===== src/rtl/branch_target_buffer.sv =====
// Direct-mapped branch target buffer with 2-bit saturating direction counters.
// Combinational lookup on the fetch PC; training from the ID stage commits on
// the clock edge. Two saturating statistics counters support perf debug.
module branch_target_buffer #(
    parameter int WORD_SIZE  = 16,
    parameter int INDEX_BITS = 4
) (
    input  logic                 clk,
    input  logic                 reset_n,
    input  logic [WORD_SIZE-1:0] if_pc,
    output logic [WORD_SIZE-1:0] predicted_pc,
    output logic                 pred_hit,
    input  logic                 btb_write,
    input  logic [1:0]           btb_src,
    input  logic [WORD_SIZE-1:0] id_pc,
    input  logic [WORD_SIZE-1:0] br_target,
    input  logic [WORD_SIZE-1:0] jr_target,
    input  logic [WORD_SIZE-1:0] jump_addr,
    input  logic                 flush,
    output logic [15:0]          stat_updates,
    output logic [15:0]          stat_flushes
);

    localparam int ENTRIES  = 1 << INDEX_BITS;
    localparam int TAG_BITS = WORD_SIZE - INDEX_BITS;

    typedef enum logic [1:0] {
        SRC_BR        = 2'd0,
        SRC_JR        = 2'd1,
        SRC_JUMP      = 2'd2,
        SRC_NOT_TAKEN = 2'd3
    } btb_src_e;

    logic [ENTRIES-1:0]   valid_q;
    logic [TAG_BITS-1:0]  tag_q    [ENTRIES];
    logic [WORD_SIZE-1:0] target_q [ENTRIES];
    logic [1:0]           ctr_q    [ENTRIES];
    logic                 jmp_q    [ENTRIES];

    logic [INDEX_BITS-1:0] lk_idx;
    logic [TAG_BITS-1:0]   lk_tag;
    logic [INDEX_BITS-1:0] wr_idx;
    logic [TAG_BITS-1:0]   wr_tag;
    logic                  wr_match;
    logic                  wr_en;
    logic [WORD_SIZE-1:0]  wr_target;
    logic [1:0]            wr_ctr;
    logic                  wr_jmp;
    btb_src_e              src;

    assign lk_idx = if_pc[INDEX_BITS-1:0];
    assign lk_tag = if_pc[WORD_SIZE-1:INDEX_BITS];
    assign wr_idx = id_pc[INDEX_BITS-1:0];
    assign wr_tag = id_pc[WORD_SIZE-1:INDEX_BITS];
    assign src    = btb_src_e'(btb_src);

    // Lookup: hit needs a valid matching entry that predicts taken; otherwise fall through to PC+1.
    always_comb begin
        pred_hit     = valid_q[lk_idx] && (tag_q[lk_idx] == lk_tag)
                       && (jmp_q[lk_idx] || ctr_q[lk_idx][1]);
        predicted_pc = pred_hit ? target_q[lk_idx] : (if_pc + WORD_SIZE'(1));
    end

    assign wr_match = valid_q[wr_idx] && (tag_q[wr_idx] == wr_tag);

    // Training decode: compute the new entry contents for the indexed slot.
    always_comb begin
        // NOTE: every output gets a default first so no path leaves it unassigned (no latch).
        wr_en     = 1'b0;
        wr_target = target_q[wr_idx];
        wr_ctr    = ctr_q[wr_idx];
        wr_jmp    = jmp_q[wr_idx];
        if (btb_write) begin
            unique case (src)
                SRC_BR: begin
                    wr_en     = 1'b1;
                    wr_target = br_target;
                    wr_jmp    = 1'b0;
                    if (!wr_match)                 wr_ctr = 2'b10;
                    else if (ctr_q[wr_idx] != 2'b11) wr_ctr = ctr_q[wr_idx] + 2'd1;
                    else                           wr_ctr = 2'b11;
                end
                SRC_JR, SRC_JUMP: begin
                    wr_en     = 1'b1;
                    wr_target = (src == SRC_JR) ? jr_target : jump_addr;
                    wr_ctr    = 2'b11;
                    wr_jmp    = 1'b1;
                end
                SRC_NOT_TAKEN: begin
                    wr_en = wr_match;
                    if (ctr_q[wr_idx] != 2'b00) wr_ctr = ctr_q[wr_idx] - 2'd1;
                end
                default: wr_en = 1'b0;
            endcase
        end
    end

    // Valid bits: cleared by reset in one cycle, set on any committed training write.
    always_ff @(posedge clk) begin
        // NOTE: sequential state uses non-blocking assignments so all registers update together.
        if (!reset_n)   valid_q         <= '0;
        else if (wr_en) valid_q[wr_idx] <= 1'b1;
    end

    // Entry payload: written on commit, never reset.
    always_ff @(posedge clk) begin
        // NOTE: the payload array is not reset; a cleared valid bit masks it, so no reset fan-out is needed.
        if (reset_n && wr_en) begin
            tag_q[wr_idx]    <= wr_tag;
            target_q[wr_idx] <= wr_target;
            ctr_q[wr_idx]    <= wr_ctr;
            jmp_q[wr_idx]    <= wr_jmp;
        end
    end

    // Statistics counters: saturate at all-ones.
    always_ff @(posedge clk) begin
        if (!reset_n) begin
            stat_updates <= '0;
            stat_flushes <= '0;
        end else begin
            if (btb_write && (stat_updates != 16'hFFFF)) stat_updates <= stat_updates + 16'd1;
            if (flush && (stat_flushes != 16'hFFFF))     stat_flushes <= stat_flushes + 16'd1;
        end
    end

endmodule

===== config.mk =====
export PLATFORM = sky130hd
export DESIGN_NAME = branch_target_buffer
export DESIGN_NICKNAME = d
export VERILOG_FILES = /design/src/rtl/branch_target_buffer.sv
export SDC_FILE = /design/constraint.sdc
export NUM_CORES = 1
export LEC_CHECK = 0
export CORE_UTILIZATION = 54
export CTS_CLUSTER_SIZE = 16
export DETAILED_ROUTE_END_ITERATION = 8
export PLACE_DENSITY_LB_ADDON = 0.2
export SYNTH_ARGS = -nofsm -noshare
export SYNTH_HDL_FRONTEND = slang
export SYNTH_SLANG_ARGS = --single-unit

===== constraint.sdc =====
create_clock -name clk -period 4.7 [get_ports clk]
set_input_delay 0.94 -clock clk [delete_from_list [all_inputs] [get_ports clk]]
set_output_delay 0.94 -clock clk [all_outputs]
set_load 0.01 [all_outputs]

== Yosys cells after proc, flatten, opt, wreduce, memory -nomap -nowiden ==
Memories as Yosys holds them, arrays and structs flattened.
Index checks and enable logic that the tools add are counted.
Word-level totals
  logic and storage cells: 60
  memory bits (writable): 496
  flip-flop bits (word level): 48
  memories kept: 4
  bits of input ports: 86
Cells by class
  $add $sub $neg: 5
  equal/unequal tests: 10
  $lt $le $gt $ge: 3
  bitwise gates (word level): 1
  mux-type cells: 21
  reduce and logical (&&, ||, !) cells: 13
Memories
  target_q: words 16, bits a word 16, read ports 1, clocked after Yosys merged registers in 0, write ports 1, RTL line 36  | logic [WORD_SIZE-1:0] target_q [ENTRIES];
  tag_q: words 16, bits a word 12, read ports 2, clocked after Yosys merged registers in 0, write ports 1, RTL line 35  | logic [TAG_BITS-1:0] tag_q [ENTRIES];
  ctr_q: words 16, bits a word 2, read ports 2, clocked after Yosys merged registers in 0, write ports 1, RTL line 37  | logic [1:0] ctr_q [ENTRIES];
  jmp_q: words 16, bits a word 1, read ports 1, clocked after Yosys merged registers in 0, write ports 1, RTL line 38  | logic jmp_q [ENTRIES];
Operators with widths (count)
  $add A16 B1 Y16 const B: 3
  $mux W16: 3
  $ne A16 B16 Y1 const B: 2
  $pmux W16 S2: 1
  $eq A12 B12 Y1: 2
  $or A16 B16 Y16: 1
  $lt A4 B5 Y1 const B: 2
  $bmux W1 S4: 2
  $mux W2: 4
  $logic_and A1 B1 Y1: 7
  $mux W1: 7
  $pmux W2 S3: 1
  $demux W1 S4: 1
  $eq A2 B2 Y1 const B: 2
  $ge A4 B1 Y1 const B: 1
  $pmux W1 S2: 2
  $ne A3 B3 Y1 const B: 1
  $reduce_and A3 Y1: 1
  $reduce_or A3 Y1: 1
  $add A2 B1 Y2 const B: 1
  $eq A2 B1 Y1 const B: 1
  $logic_not A2 Y1: 1
  $ne A2 B2 Y1 const B: 1
  $reduce_bool A2 Y1: 1
  other kinds (4): 4

== Logic depth before layout (Yosys ltp) ==
  depth after elaboration: 9
  gate-level depth with buffers: 12
  depth with buffers taken out: 9

== Least setup slack after synthesis ==
Ideal clock, no wire load.
  path type: input to output
  start: in if_pc[1]
  end: out predicted_pc[15]
  stages: 8
  data arrival time: 3394 ps
  required time: 3760 ps
  slack: 366 ps
  buffers on the path: 5
  path through: buf_2 -> buf_2 -> buf_2 -> buf_1 -> buf_1 -> mux4_2 -> mux4_2 -> mux2_2
Between the ends
  longest elaborated chain between the ends: 5
Ends and longest elaborated chain
  from (decl): RTL line 10  | input logic [WORD_SIZE-1:0] if_pc,
  $mem_v2 Z16 W12 or $bmux W1 S4 (tied branches)
  $eq A12 B12 Y1 or $mux W1 (tied branches): RTL line 59  | pred_hit = valid_q[lk_idx] && (tag_q[lk_idx] == lk_tag)
  $logic_and A1 B1 Y1: RTL line 59
  $logic_and A1 B1 Y1: RTL line 60  | && (jmp_q[lk_idx] || ctr_q[lk_idx][1]);
  $mux W16 (*): RTL line 61  | predicted_pc = pred_hit ? target_q[lk_idx] : (if_pc + WORD_SIZE'(1));
  to (decl): RTL line 11  | output logic [WORD_SIZE-1:0] predicted_pc,
Mark *: on every way between the ends. The rest lies on a longest branch, timed or not. The select of a mux whose other input is x is not followed.

== Final worst setup path ==
  start: in if_pc[1]
  end: out predicted_pc[6]
Same word-level chain as after synthesis.

==> impl_metrics.csv <==
group,metric,value,unit
die,dieArea,45100,sq um
die,ios,135,
critical_path,cp.arrival,3.71,ns
routing,viasPerCell,6.27,
cells_and_area,areaGrowthSynthToFinish,21.4,%
critical_path,cp.required,3.76,ns
routing,ant_nets,0,
critical_path,timing.rr.end,"tag_q[3][11]$_DFFE_PP_",
worst_hold_path,hold_path_class,"reg2reg",
place,globalplace.congestion,0.904,
routing,dr_total_vias,13970,
run_status,status,"complete, no violations",
power_and_ir_drop,pwr-share-comb,8.7,%
critical_path,crit_slowest_cell,"mux4_2",
synth,seq_area_frac_synth,66.4,%
die,initial_core_util,55.1,%
critical_path,crit_type,"in2out",
cells_and_area,nNetsFinal,1693,
timing,fin_crit,4.65,ns
critical_path,r2r-start,"tag_q[11][11]$_DFFE_PP_",
global_route,grt_pass1_wl,89700,um
synth,syn_area,23900,sq um
worst_hold_path,holdPathEnd,"valid_q[5]$_SDFFE_PN0P_",
synth,yosysTopAreaCellShare,62.4,%
clock_tree,tritoncts,"yes",
synth,syn_area_per_cell,18.0,sq um
cells_and_area,drive_gt1_share,30.0,%
power_and_ir_drop,power.internal,0.00831,W
clock_tree,clk_latency,0.63,ns
die,die_w,212,um
clock_tree,htreeDepth,2,
timing,slew_headroom,23.0,%
critical_path,max_stage_delay,0.47,ns
timing,hold_viol_final,0,
critical_path,worst-path-buf-inv,8,
routing,firstDrtPassIters,5,
routing,drc_errors,0,
cells_and_area,antenna_cells_inserted,0,
timing,finalMaxSlewViolations,0,
place,dpl.hpwl,40000,um
global_route,track_usage,28.1,%
die,row_count,76,
critical_path,path_delay_family,"buffers and inverters",
timing,setup_viol,0,
global_route,grt_overflow,0,
global_route,grt_max_degree,39,
critical_path,cp_max_fo,10,
synth,netlist_top_cells_count,"edfxtp_1 (496), mux4_2 (178), mux2i_1 (79)",
clock_tree,cts_hold_buffers,0,
synth,synth_ff_type,"edfxtp_1",
synth,ys_types,52,
synth,syn_inst,1326,
power_and_ir_drop,p_leak,9.81,nW
clock_tree,clockBufferDepth,3,
power_and_ir_drop,clkPwrFrac,40.4,%
power_and_ir_drop,vdd_drop_max,0.000320,V
routing,dr.first_iter.drc_count,1670,
global_route,first_global_vias,13971,
synth,yosysTopAreaCell,"edfxtp_1",
critical_path,path_cells,"buf_12 -> buf_12 -> clkbuf_4 -> buf_4 -> mux4_2 -> mux2i_1 -> a21oi_2 -> xor2_1 -> a311oi_1 -> buf_4 -> nand4_4 -> buf_6 -> buf_16 -> mux2_4 -> buf_6",
synth,synth_enable_flop_cells,496,
clock_tree,cts.sinks,544,
critical_path,reg2regPathDepth,10,
timing,period_share,98.9,%
worst_hold_path,min-delay-start,"valid_q[5]$_SDFFE_PN0P_",
routing,wl,61800,um
run,maxCapViolations,0,
clock_tree,cts_inserted_buffers,55,
die,core-area,43400,sq um
die,die_y,212,um
synth,async_flop_share,0,%
power_and_ir_drop,power_density,367,nW/um^2
synth,synth_area_leaders,"edfxtp_1 (62%), mux4_2 (17%), dfxtp_1 (4.0%), mux2i_1 (3.3%), xnor2_1 (1.4%)",
clock_tree,cts_root_buffer,"clkbuf_16",
critical_path,rrSetupSlack,1.24,ns
synth,synth_warnings,0,
timing,worst_clock_skew,0.0191,ns
clock_tree,clk_pin_slew,0.06,ns
place,io_buffer_count,134,
timing,setup_ws,0.0519,ns
power_and_ir_drop,p_sw,0.00234,W
timing,hold_slack,0.484,ns
power_and_ir_drop,p_seq_share,50.8,%
place,pre_cts_slack,-0.220,ns
synth,ys_seq_elements,544,
power_and_ir_drop,switching_share,22.0,%
global_route,antenna_found_initial,0,
worst_hold_path,whs_path_depth,2,
routing,avgRoutedWirePerCell,27.7,um
critical_path,crit_path_start_kind,"input pin",
timing,worst_pin_slew,1.15,ns
synth,postSynthNetCount,1418,
synth,yosys.cell_count.top_type,"edfxtp_1",
critical_path,end_kind,"output pin",
timing,fmax,215,MHz
==> sequential cells by signal, indices dropped and copies added (netlist names) <==
register      flops
tag_q           192
jmp_q            16
ctr_q            32
target_q        256
valid_q          16
stat_flushes     16
stat_updates     16
==> power groups by stage <==
stage                     clock network (W)  logic [W]  registers [W]
after floorplan                           0   0.000510        0.00551
after global placement                    0   0.000892        0.00551
after detailed placement                  0   0.000909        0.00551
after CTS                           0.00437   0.000918        0.00541
after global routing                0.00458   0.000987        0.00541
final                               0.00431   0.000932        0.00541
==> layer usage <==
metal / up-vias / global-route usage [%] / routed length [um]
li1: 5948 / - / -
met3: 124 / 5.63 / 5540
met5: - / 0 / 0
met4: 0 / 8.71 / 1670
met2: 679 / 44.2 / 29400
met1: 7219 / 39.9 / 25200
==> logic make-up after synthesis <==
group / synth area share, %
and+or+nand+nor: 4.64
DFF: 66.4
muxes: 21.3
AOI/OAI and AO/OA: 3.31
adders and majority gates: 0.314
buffers and inverters: 1.73
xor gates and xnor gates: 2.31
==> worst min-delay path, delay by kind of cell, from the launching register on <==
kind / cells / cell delay (ns)
flops: 1 / 0.32
compound gates: 1 / 0.06
simple gates: 1 / 0.05
==> what timing repair did <==
action / CTS / global route
setup buffers: 5 / 5
setup endpoints to repair: 17 / 16
gates resized for setup: 33 / 47
gates cloned: 1 / 0
hold endpoints to repair: 0 / 0
pin swaps: 2 / 6
==> layout by cell type (no fill, tap or decap), types with 10 or more instances in the layout <==
cell,instances
inv_1,10
clkbuf_16,55
clkbuf_1,11
mux2_2,14
nand3_1,24
nor2_2,16
mux2i_1,73
clkbuf_2,15
buf_4,126
nand4_1,13
nor2b_1,12
nand2_1,52
clkdlybuf4s50_1,110
nor2_1,42
a21oi_1,24
xor2_1,23
xnor2_1,39
edfxtp_1,496
and2_1,27
buf_12,29
o21ai_0,39
mux4_2,178
clkinv_1,17
dfxtp_1,48
or3_1,10
==> cell type report <==
| cell class | count | area, sq um |
|---|---|---|
| Clock buffer | 66 | 1420 |
| Clock inverter | 34 | 365 |
| Fill cell | 2947 | 14400 |
| Inverter | 11 | 41.3 |
| Multi-Input combinational cell | 697 | 7750 |
| Sequential cell | 544 | 15900 |
| Tap cell | 585 | 732 |
| Timing Repair Buffer | 292 | 2840 |
==> worst max-delay path by stage <==
stage | slack (ns) | cells after the start | end | startpoint
3_5_place_dp | -0.22 | 12 | predicted_pc[14] | if_pc[0]
2_1_floorplan | 0.37 | 8 | predicted_pc[15] | if_pc[1]
3_3_place_gp | -0.24 | 12 | predicted_pc[7] | if_pc[0]
6_report | 0.05 | 15 | predicted_pc[6] | if_pc[1]
5_1_grt | -0.006 | 15 | predicted_pc[6] | if_pc[1]
4_1_cts | -0.007 | 11 | predicted_pc[15] | if_pc[0]
==> metrics by stage <==
| stage | instance area (sq um) | TNS [ns] | std cells | utilization (%) | total power, W |
|---|---|---|---|---|---|
| after CTS | 28900 | -0.0170 | 2225 | 66.8 | 0.0107 |
| final | 29000 | 0 | 2229 | 66.9 | 0.0107 |
| after floorplan | 23900 | 0 | 1326 | - | 0.00602 |
| after detailed placement | 27100 | -3.18 | 2119 | 62.4 | 0.00642 |
| after global placement | 27100 | -3.70 | 2119 | 62.4 | 0.00640 |
| after global routing | 29000 | -0.0125 | 2229 | 66.9 | 0.0110 |
(Power assumes the default switching activity.)
